<file path="src/rtl/ahb_bm_pkg.sv">
// Shared AHB encodings and held-transfer rewrite helpers for the bus matrix input stage.
package ahb_bm_pkg;

   localparam logic [1:0] HTRANS_IDLE   = 2'b00;
   localparam logic [1:0] HTRANS_BUSY   = 2'b01;
   localparam logic [1:0] HTRANS_NONSEQ = 2'b10;
   localparam logic [1:0] HTRANS_SEQ    = 2'b11;

   localparam logic [2:0] HBURST_SINGLE = 3'b000;
   localparam logic [2:0] HBURST_INCR   = 3'b001;

   localparam logic HRESP_OKAY  = 1'b0;
   localparam logic HRESP_ERROR = 1'b1;

   // {hold_valid, data_phase}
   typedef enum logic [1:0] {
      ST_IDLE      = 2'b00,
      ST_DATA      = 2'b01,
      ST_HOLD      = 2'b10,
      ST_HOLD_DATA = 2'b11
   } in_state_t;

   // Another master may have interleaved while we waited, so a held burst restarts as NONSEQ/INCR.
   function automatic logic [1:0] held_trans(input logic [1:0] trans);
      return (trans == HTRANS_SEQ) ? HTRANS_NONSEQ : trans;
   endfunction

   function automatic logic [2:0] held_burst(input logic [2:0] burst);
      return (burst != HBURST_SINGLE) ? HBURST_INCR : burst;
   endfunction

endpackage

</file>
<file path="src/rtl/ahb_bm_input_stage_hold_reg.sv">
// Enable-captured holding register for one master's address/control phase.
module ahb_bm_hold_reg
   import ahb_bm_pkg::*;
#(
   parameter int ADDR_W   = 32,
   parameter int MASTER_W = 4
)(
   input  logic                HCLK,
   input  logic                HRESETn,
   input  logic                capture,
   input  logic                sel,
   input  logic [ADDR_W-1:0]   addr,
   input  logic [1:0]          trans,
   input  logic                write,
   input  logic [2:0]          size,
   input  logic [2:0]          burst,
   input  logic [3:0]          prot,
   input  logic [MASTER_W-1:0] master,
   input  logic                mastlock,
   output logic                held_sel,
   output logic [ADDR_W-1:0]   held_addr,
   output logic [1:0]          held_trans_q,
   output logic                held_write,
   output logic [2:0]          held_size,
   output logic [2:0]          held_burst_q,
   output logic [3:0]          held_prot,
   output logic [MASTER_W-1:0] held_master,
   output logic                held_mastlock
);

   always_ff @(posedge HCLK or negedge HRESETn) begin
      if (!HRESETn) begin
         held_sel      <= 1'b0;
         held_addr     <= '0;
         held_trans_q  <= HTRANS_IDLE;
         held_write    <= 1'b0;
         held_size     <= '0;
         held_burst_q  <= HBURST_SINGLE;
         held_prot     <= '0;
         held_master   <= '0;
         held_mastlock <= 1'b0;
      end else if (capture) begin
         held_sel      <= sel;
         held_addr     <= addr;
         held_trans_q  <= trans;
         held_write    <= write;
         held_size     <= size;
         held_burst_q  <= burst;
         held_prot     <= prot;
         held_master   <= master;
         held_mastlock <= mastlock;
      end
   end

endmodule

</file>
<file path="src/rtl/ahb_bm_input_stage.sv">
// Per-master AHB bus matrix input stage: zero-latency pass-through, holds and stalls on arbitration loss.
// Optional held-cycle statistics counter enabled by defining AHB_BM_IN_HOLD_STATS_EN.
module ahb_bm_input_stage
   import ahb_bm_pkg::*;
#(
   parameter int ADDR_W   = 32,
   parameter int DATA_W   = 32,
   parameter int MASTER_W = 4,
   parameter int CNT_W    = 16
)(
   input  logic                HCLK,
   input  logic                HRESETn,
   input  logic                HSELS,
   input  logic [ADDR_W-1:0]   HADDRS,
   input  logic [1:0]          HTRANSS,
   input  logic                HWRITES,
   input  logic [2:0]          HSIZES,
   input  logic [2:0]          HBURSTS,
   input  logic [3:0]          HPROTS,
   input  logic [MASTER_W-1:0] HMASTERS,
   input  logic                HMASTLOCKS,
   input  logic [DATA_W-1:0]   HWDATAS,
   input  logic                HREADYS,
   input  logic                active_ip,
   input  logic                readyout_ip,
   input  logic                resp_ip,
   output logic                sel_ip,
   output logic [ADDR_W-1:0]   addr_ip,
   output logic [1:0]          trans_ip,
   output logic                write_ip,
   output logic [2:0]          size_ip,
   output logic [2:0]          burst_ip,
   output logic [3:0]          prot_ip,
   output logic [MASTER_W-1:0] master_ip,
   output logic                mastlock_ip,
   output logic [DATA_W-1:0]   wdata_ip,
   output logic                held_tran_ip,
   output logic                HREADYOUTS,
   output logic                HRESPS,
   output logic [CNT_W-1:0]    held_cnt
);

   in_state_t state, state_nxt;
   logic hold_valid, data_phase;
   logic new_tran, capture, release_hold, accept;
   logic hold_nxt, data_nxt;

   logic                h_sel, h_write, h_mastlock;
   logic [ADDR_W-1:0]   h_addr;
   logic [1:0]          h_trans;
   logic [2:0]          h_size, h_burst;
   logic [3:0]          h_prot;
   logic [MASTER_W-1:0] h_master;

   assign hold_valid = state[1];
   assign data_phase = state[0];

   assign new_tran     = HSELS & HTRANSS[1] & HREADYS;
   assign capture      = ~hold_valid & new_tran & ~active_ip;
   assign accept       = ~hold_valid & new_tran & active_ip;
   assign release_hold = hold_valid & active_ip & readyout_ip;

   ahb_bm_hold_reg #(
      .ADDR_W   (ADDR_W),
      .MASTER_W (MASTER_W)
   ) u_hold_reg (
      .HCLK          (HCLK),
      .HRESETn       (HRESETn),
      .capture       (capture),
      .sel           (HSELS),
      .addr          (HADDRS),
      .trans         (HTRANSS),
      .write         (HWRITES),
      .size          (HSIZES),
      .burst         (HBURSTS),
      .prot          (HPROTS),
      .master        (HMASTERS),
      .mastlock      (HMASTLOCKS),
      .held_sel      (h_sel),
      .held_addr     (h_addr),
      .held_trans_q  (h_trans),
      .held_write    (h_write),
      .held_size     (h_size),
      .held_burst_q  (h_burst),
      .held_prot     (h_prot),
      .held_master   (h_master),
      .held_mastlock (h_mastlock)
   );

   always_ff @(posedge HCLK or negedge HRESETn) begin
      if (!HRESETn) state <= ST_IDLE;
      else          state <= state_nxt;
   end

   // A data phase persists until readyout_ip, unless an accepted transfer opens the next one.
   always_comb begin
      hold_nxt  = capture | (hold_valid & ~release_hold);
      data_nxt  = release_hold | accept | (data_phase & ~readyout_ip);
      state_nxt = in_state_t'({hold_nxt, data_nxt});
   end

   always_comb begin
      sel_ip       = HSELS;
      addr_ip      = HADDRS;
      trans_ip     = HTRANSS;
      write_ip     = HWRITES;
      size_ip      = HSIZES;
      burst_ip     = HBURSTS;
      prot_ip      = HPROTS;
      master_ip    = HMASTERS;
      mastlock_ip  = HMASTLOCKS;
      held_tran_ip = HSELS & HTRANSS[1];
      if (hold_valid) begin
         sel_ip       = h_sel;
         addr_ip      = h_addr;
         trans_ip     = held_trans(h_trans);
         write_ip     = h_write;
         size_ip      = h_size;
         burst_ip     = held_burst(h_burst);
         prot_ip      = h_prot;
         master_ip    = h_master;
         mastlock_ip  = h_mastlock;
         held_tran_ip = 1'b1;
      end
      if (hold_valid)      HREADYOUTS = 1'b0;
      else if (data_phase) HREADYOUTS = readyout_ip;
      else                 HREADYOUTS = 1'b1;
      HRESPS = data_phase ? resp_ip : HRESP_OKAY;
   end

   assign wdata_ip = HWDATAS;

`ifdef AHB_BM_IN_HOLD_STATS_EN
   logic [CNT_W-1:0] cnt_q;

   always_ff @(posedge HCLK or negedge HRESETn) begin
      if (!HRESETn)
         cnt_q <= '0;
      else if (hold_valid && (cnt_q != {CNT_W{1'b1}}))
         cnt_q <= cnt_q + 1'b1;
   end

   assign held_cnt = cnt_q;
`else
   assign held_cnt = '0;
`endif

endmodule
</file>
<file path="config.mk">
export PLATFORM = sky130hd
export DESIGN_NAME = ahb_bm_input_stage
export DESIGN_NICKNAME = d
export VERILOG_FILES = /design/src/rtl/ahb_bm_pkg.sv /design/src/rtl/ahb_bm_input_stage_hold_reg.sv /design/src/rtl/ahb_bm_input_stage.sv
export SDC_FILE = /design/constraint.sdc
export NUM_CORES = 1
export LEC_CHECK = 0
export BUFFER_PORTS_ARGS = -buffer_cell sky130_fd_sc_hd__buf_2
export CORE_UTILIZATION = 48
export CTS_CLUSTER_SIZE = 28
export DETAILED_ROUTE_END_ITERATION = 10
export HOLD_SLACK_MARGIN = 0.02
export PLACE_DENSITY = 0.93
export SYNTH_ARGS = -nofsm -noshare
export SYNTH_HDL_FRONTEND = slang
export SYNTH_HIERARCHICAL = 1
export SYNTH_SLANG_ARGS = --single-unit
</file>
<file path="constraint.sdc">
create_clock -name HCLK -period 3.5 [get_ports HCLK]
set_input_delay 0.525 -clock HCLK [delete_from_list [all_inputs] [get_ports HCLK]]
set_output_delay 0.525 -clock HCLK [all_outputs]
set_load 0.01 [all_outputs]
</file>
==> results.rst, run 1 <==
.. list-table::
   :header-rows: 1

   * - Metric
     - Value
   * - Library cell occupying the most area in the post-synthesis netlist
     - sky130_fd_sc_hd__dfrtp_1
   * - Crit Path Category
     - register to output pin
   * - Yosys top cell area share
     - 40.5%
   * - Instance count of the mapped netlist
     - 232
   * - Cell Count Post-Placement
     - 376
   * - Synthesized area
     - 3280 um^2
   * - Filler Cells Inserted
     - 548
   * - Setup clock skew after layout
     - 8.37 ps
   * - Count of antenna diodes in the layout
     - 0
   * - Gp weighted congestion
     - 0.748
   * - Critical Path Source Type
     - register
   * - Cell area power density
     - 494 nW/um^2
   * - DIE WIDTH
     - 84.6 um
   * - Portion of the post-synthesis area used by sequential elements
     - 40.5%
   * - Netlist cell types
     - 20
   * - Synth Warn #
     - 6
   * - Die area
     - 7160 um^2
   * - First-pass GRT wire length
     - 9000 um
   * - Maximum count of clock buffers along a single path
     - 2
   * - Starting DRT DRC Count
     - 74
   * - Flop pwr share
     - 49.6%
   * - Switching Share
     - 26.9%
   * - Highest fanout seen on the critical path
     - 46
   * - Tightest slew margin relative to the limit
     - 35.6%
   * - Overall overflow remaining after global route
     - 0
   * - Count of pins on the block boundary
     - 191
   * - Clock slew at reported path FFs
     - 90 ps
   * - Port-buffer cells
     - 110
   * - DRT Pass-1 Iters
     - 9
   * - Number of placement rows
     - 29
   * - Growth of design area from synthesis to finish
     - 8.66%
   * - Part of the cycle the worst path needs
     - 76.8%
   * - Final-layout setup total negative slack
     - 0 ps
   * - Total clock sinks
     - 53
   * - Worst-path cell with the longest stage delay
     - sky130_fd_sc_hd__dfrtp_2
   * - Unrepaired setup endpoints after global routing
     - false
   * - Cell at the root of the clock tree
     - sky130_fd_sc_hd__clkbuf_8
   * - Violated checks
     - design-rule violations
   * - Net Switching
     - 0.000474 W
   * - Final Non-Filler Cells
     - 384
   * - Buffer count from post-CTS setup fixing
     - 0
   * - Relative contribution of combinational cells to total power
     - 30.8%
   * - Floorplan core area
     - 6460 um^2
   * - Final hold violation count
     - 0
   * - Max cap viols
     - 0
   * - Clock network fraction of design power
     - 19.6%
   * - Clock latency on the worst-skew pair
     - 300 ps
   * - Cts bufs inserted
     - 5
   * - Fraction of final layout cells with drive strength greater than 1
     - 71.3%
   * - Post-synthesis area per instance
     - 14.1 um^2
   * - Highest cell delay on the worst timing path
     - 1000 ps
   * - Number of levels the H-tree was split into
     - 2
   * - DR DRC count
     - 12
   * - Vias in the first global route
     - 1882
   * - Cell chain of the critical path
     - buf_4 -> mux2_2 -> buf_2
   * - Path class of the lowest-slack min-delay path
     - primary input to async pin
   * - Worst Tran Pin Value
     - 965 ps
   * - Die span in y
     - 84.6 um
   * - DR WL/cell
     - 14.8 um
   * - Number of buffer and inverter instances along the worst setup path
     - 2
   * - Endpoints failing setup
     - 0
   * - CP delay by family, top
     - flip-flops
   * - Worst-case vdd ir drop
     - 213 uV
   * - HPWL after DPL
     - 4090 um
   * - Fmax
     - 0.372 GHz
   * - Result of the run
     - complete, but fails checks
   * - Total leakage power
     - 1.77 nW
   * - WL final
     - 5690 um
   * - Detail Route Antenna Nets
     - 0
   * - Final net count
     - 395
   * - Initial antenna violation count
     - 0
   * - CTS tree
     - built
   * - Count of vias placed by the detailed router
     - 1890
   * - Resized cells post-CTS
     - 0
   * - Largest cells by area after synthesis
     - sky130_fd_sc_hd__dfrtp_1 40%, sky130_fd_sc_hd__mux2_4 23%, sky130_fd_sc_hd__mux2_2 16%
   * - Flip-flop and latch count after synthesis
     - 53
   * - Post-CTS Hold Fix Bufs
     - 0
   * - Largest net degree at the start of global routing
     - 52
   * - Initial Utilization
     - 50.8%
   * - Internal Dissipation
     - 0.00128 W
   * - Global Route Usage Sum
     - 16.0%
   * - Slew Limit Fails
     - 0
   * - Vias per inst
     - 4.92
   * - Worst EP required
     - 2970 ps
   * - Worst endpoint data arrival time
     - 2160 ps
   * - Shortest clock period the worst path allows after layout
     - 2690 ps
   * - Kind of capture point of the worst setup path
     - output pin
## layout make-up
type	instances	area (um^2)	area share [%]
inverter	2	7.51	0.211
tap	77	96.3	2.70
timing repair buffer	113	586	16.4
sequential	53	1330	37.3
clock buffer	8	90.1	2.53
multi-input combinational	131	1460	40.9
## worst paths after layout
kind                                                      startpoint                                    end  slack (ps)  cells past startpoint
worst max-delay path                              state[1]$_DFF_PN0_                            addr_ip[16]         810                      3
worst min-delay path                                         HRESETn    u_hold_reg/held_addr[4]$_DFFE_PN0P_         180                      1
worst max register to register                    state[1]$_DFF_PN0_   u_hold_reg/held_addr[29]$_DFFE_PN0P_        1460                      3
worst min register to register  u_hold_reg/held_addr[28]$_DFFE_PN0P_   u_hold_reg/held_addr[28]$_DFFE_PN0P_         510                      1
max in group asynchronous                                    HRESETn  u_hold_reg/held_master[2]$_DFFE_PN0P_        2540                      2
min in group HCLK                                          active_ip                     state[1]$_DFF_PN0_         460                      2
## power by group through the flow
stage / clock (W) / sequential (W) / combinational (W)
after floorplan: 0 / 0.000831 / 0.000485
final: 0.000345 / 0.000872 / 0.000541
after global routing: 0.000390 / 0.000892 / 0.000581
after detailed placement: 0 / 0.000877 / 0.000546
after CTS: 0.000363 / 0.000872 / 0.000548
after global placement: 0 / 0.000871 / 0.000528
## per-layer routing
layer	wire [um]	track usage, %
met1	2300	19.3
met2	2860	27.3
met3	436	4.82
met4	87	5.55
met5	0	0
## synthesized netlist by cell type
library cell,n
sky130_fd_sc_hd__a21o_1,1
sky130_fd_sc_hd__dfrtp_1,53
sky130_fd_sc_hd__a21oi_1,1
sky130_fd_sc_hd__mux2_2,48
sky130_fd_sc_hd__and2_1,1
sky130_fd_sc_hd__conb_1,1
sky130_fd_sc_hd__nand3_1,2
sky130_fd_sc_hd__nor2b_1,3
sky130_fd_sc_hd__o22ai_1,1
sky130_fd_sc_hd__nand2b_1,1
sky130_fd_sc_hd__nor3_1,2
sky130_fd_sc_hd__buf_12,5
sky130_fd_sc_hd__buf_4,48
sky130_fd_sc_hd__o311ai_1,1
sky130_fd_sc_hd__buf_6,8
sky130_fd_sc_hd__mux2_4,50
sky130_fd_sc_hd__nor2_1,1
sky130_fd_sc_hd__nand2_1,2
sky130_fd_sc_hd__o2bb2ai_1,1
sky130_fd_sc_hd__inv_1,2
## state kept, by name (all words and copies together) (netlist names)
register	cells
u_hold_reg/held_prot	4
u_hold_reg/held_size	3
u_hold_reg/held_addr	32
state	2
u_hold_reg/held_burst_q	3
u_hold_reg/held_master	4
u_hold_reg/held_sel	1
u_hold_reg/held_trans_q	2
u_hold_reg/held_mastlock	1
u_hold_reg/held_write	1
## logic make-up after synthesis
| group | Yosys count | share of synthesized area, % |
|---|---|---|
| buffers and inverters | 63 | 17.0 |
| multiplexers | 98 | 39.4 |
| AO/OA/AOI/OAI | 5 | 1.11 |
| AND/OR/NAND/NOR | 12 | 1.91 |
| flip-flops | 53 | 40.5 |
| other | 1 | 0.114 |
## placed cells by master (no fill, tap or decap), drive strengths merged, types with 2 or more instances in the layout
| cell | n |
|---|---|
| inv | 2 |
| mux2 | 98 |
| nor2b | 3 |
| nand3 | 2 |
| conb | 16 |
| nand2 | 2 |
| nor3 | 2 |
| clkbuf | 8 |
| buf | 113 |
| dfrtp | 53 |
## per-stage QoR
step | cell area, um^2 | hold slack (ps) | worst slack [ps] | util (%) | power [W]
6_report | 3560 | 179 | 811 | 55.2 | 0.00176
3_5_place_dp | 3470 | 489 | 1130 | 53.8 | 0.00142
2_1_floorplan | 3330 | 229 | 1800 | - | 0.00132
4_1_cts | 3560 | 188 | 770 | 55.2 | 0.00178
3_3_place_gp | 3470 | 483 | 1190 | 53.8 | 0.00140
5_1_grt | 3560 | 200 | 644 | 55.2 | 0.00186
(Power assumes the default switching activity.)
==> run 2, diff against run 1 <==
--- a/config.mk
+++ b/config.mk
@@ -6,11 +6,11 @@
 export NUM_CORES = 1
 export LEC_CHECK = 0
 export BUFFER_PORTS_ARGS = -buffer_cell sky130_fd_sc_hd__buf_2
-export CORE_UTILIZATION = 48
+export CORE_UTILIZATION = 44
 export CTS_CLUSTER_SIZE = 28
 export DETAILED_ROUTE_END_ITERATION = 10
 export HOLD_SLACK_MARGIN = 0.02
-export PLACE_DENSITY = 0.93
+export PLACE_DENSITY = 0.87
 export SYNTH_ARGS = -nofsm -noshare
 export SYNTH_HDL_FRONTEND = slang
 export SYNTH_HIERARCHICAL = 1
==> constraint.sdc (replaced) <==
create_clock -name HCLK -period 2.8 [get_ports HCLK]
set_input_delay 0.42 -clock HCLK [delete_from_list [all_inputs] [get_ports HCLK]]
set_output_delay 0.42 -clock HCLK [all_outputs]
set_load 0.01 [all_outputs]
==> run 2 against run 1 <==
Against the previous run:
- the run now ends clean
- sequential share of layout area is 0.36 points lower
- die area is 8.9% higher
- design area is 0.98% higher
- non-clock buffer count is 1 higher
- register-to-register slack worse by 520 ps
- critical endpoint is now addr_ip[29]
- largest cell class unchanged
- largest power group unchanged
- highest routed layer unchanged
==> results.rst, run 2 (same netlist as run 1, synthesis figures left out) <==
.. list-table::
   :header-rows: 1

   * - Metric
     - Value
   * - Result of the run
     - finished, final reports clean
   * - Setup clock skew after layout
     - 8.57 ps
   * - DIE WIDTH
     - 88.3 um
   * - Count of antenna diodes in the layout
     - 0
   * - Resized cells post-CTS
     - 0
   * - Worst EP required
     - 2380 ps
   * - Clock latency on the worst-skew pair
     - 300 ps
   * - DR DRC count
     - 0
   * - Number of levels the H-tree was split into
     - 2
   * - Initial antenna violation count
     - 0
   * - Port-buffer cells
     - 110
   * - Slew Limit Fails
     - 0
   * - DR WL/cell
     - 14.1 um
   * - Post-route cell area
     - 3600 um^2
   * - Vias per inst
     - 4.63
   * - Placement Cell Area
     - 3510 um^2
   * - Number of flip-flops in the largest register
     - 32
   * - Starting DRT DRC Count
     - 41
   * - Shortest clock period the worst path allows after layout
     - 2340 ps
   * - Most frequent cells in the layout
     - 110 x sky130_fd_sc_hd__buf_2, 52 x sky130_fd_sc_hd__dfrtp_1, 50 x sky130_fd_sc_hd__mux2_4
   * - Vias in the first global route
     - 1844
   * - Most flops, register
     - u_hold_reg/held_addr
   * - Cell area power density
     - 610 nW/um^2
   * - Cell at the root of the clock tree
     - sky130_fd_sc_hd__clkbuf_8
   * - Total leakage power
     - 1.77 nW
   * - Largest net degree at the start of global routing
     - 52
   * - Critical Path Source Type
     - register
   * - Worst-path cell with the longest stage delay
     - sky130_fd_sc_hd__dfrtp_2
   * - CTS tree
     - built
   * - Detail Route Antenna Nets
     - 0
   * - Final-layout setup total negative slack
     - 0 ps
   * - Hold WS
     - 141 ps
   * - Number of cells on the critical path
     - 3
   * - First-pass GRT wire length
     - 8940 um
   * - Clock slew at reported path FFs
     - 90 ps
   * - Path class of the lowest-slack min-delay path
     - primary input to async pin
   * - Cts bufs inserted
     - 5
   * - Fraction of final layout cells with drive strength greater than 1
     - 71.4%
   * - Count of vias placed by the detailed router
     - 1883
   * - CP delay by family, top
     - flip-flops
   * - Highest cell delay on the worst timing path
     - 760 ps
   * - Die area
     - 7800 um^2
   * - Final net count
     - 396
   * - Count of pins on the block boundary
     - 191
   * - Cell chain of the critical path
     - buf_4 -> mux2_2 -> buf_2
   * - Part of the cycle the worst path needs
     - 83.6%
   * - WL final
     - 5740 um
   * - Initial Utilization
     - 45.4%
   * - Post-CTS Hold Fix Bufs
     - 0
   * - Max cap viols
     - 0
   * - Tightest slew margin relative to the limit
     - 57.6%
   * - Worst Tran Pin Value
     - 635 ps
   * - Endpoints failing setup
     - 0
   * - Overall overflow remaining after global route
     - 0
   * - Crit Path Category
     - register to output pin
   * - Worst-case vdd ir drop
     - 223 uV
   * - Kind of capture point of the worst setup path
     - output pin
   * - HPWL after DPL
     - 4210 um
   * - Number of buffer and inverter instances along the worst setup path
     - 2
   * - Most common cell after layout, fill and taps aside
     - sky130_fd_sc_hd__buf_2
   * - Cells on worst reg2reg path
     - 3
   * - Setup slack, reg-to-reg
     - 940 ps
   * - Global Route Usage Sum
     - 14.8%
   * - Die span in y
     - 88.3 um
   * - Number of placement rows
     - 31
   * - Top Registers
     - u_hold_reg/held_addr x32, u_hold_reg/held_master x4, u_hold_reg/held_prot x4
   * - Gp weighted congestion
     - 0.693
   * - Unrepaired setup endpoints after global routing
     - false
   * - Total clock sinks
     - 53
   * - DRT Pass-1 Iters
     - 4
   * - Final hold violation count
     - 0
   * - Maximum count of clock buffers along a single path
     - 2
   * - Growth of design area from synthesis to finish
     - 9.73%
   * - Buffer count from post-CTS setup fixing
     - 0
   * - Final critical-path setup slack
     - 460 ps
   * - Worst endpoint data arrival time
     - 1920 ps
   * - Highest fanout seen on the critical path
     - 30
   * - Fmax
     - 0.427 GHz
   * - Floorplan core area
     - 7210 um^2
   * - Pre-CTS setup slack
     - 737 ps
## run 2: cell types whose count changed in the layout (fill, tap and decap cells not counted), sizes merged
cell / delta
buf: +1
## run 2: layout make-up
class | count | area [um^2]
multi-input cells | 131 | 1460
inverters | 2 | 7.51
fillers | 650 | 3620
well taps | 99 | 124
flip-flops and latches | 53 | 1330
clock buffers | 8 | 90.1
repair buffers | 114 | 593
## run 2: worst paths after layout
path | to | start
worst max-delay path | addr_ip[29] | state[1]$_DFF_PN0_
worst min-delay path | u_hold_reg/held_addr[4]$_DFFE_PN0P_ | HRESETn
worst max register to register | u_hold_reg/held_addr[29]$_DFFE_PN0P_ | state[1]$_DFF_PN0_
worst min register to register | u_hold_reg/held_addr[2]$_DFFE_PN0P_ | u_hold_reg/held_addr[2]$_DFFE_PN0P_
max in group asynchronous | u_hold_reg/held_addr[28]$_DFFE_PN0P_ | HRESETn
min in group HCLK | state[1]$_DFF_PN0_ | active_ip
## run 2: stage by stage
step                      util (%)  power (W)  instances
after floorplan                  -    0.00165        247
after global placement        48.6    0.00175        399
after detailed placement      48.6    0.00178        399
after CTS                     49.9    0.00223        407
after global routing          49.9    0.00234        407
final                         49.9    0.00219        407
## run 2: layer usage
metal  vias to the layer above  global-route usage [%]  wire, um
met3                         7                    4.57       480
met2                       106                    25.0      2780
met1                       887                    17.9      2420
li1                        883                       -         -
met4                         0                    4.84        62
met5                         -                       0         0
## run 2: report_power, final
part | total, W | switching [W] | internal [W] | leakage, nW
combinational | 0.000687 | 0.000240 | 0.000446 | 1.09
clock | 0.000429 | 0.000227 | 0.000202 | 0.0455
sequential | 0.00108 | 0.000120 | 0.000958 | 0.640
total | 0.00219 | 0.000588 | 0.00161 | 1.77
## run 2: worst register-to-register path: stages, from the launching register on
cell	delay [ps]
sky130_fd_sc_hd__dfrtp_2	630
sky130_fd_sc_hd__nor3_2	340
sky130_fd_sc_hd__buf_12	380
sky130_fd_sc_hd__mux2_2	400
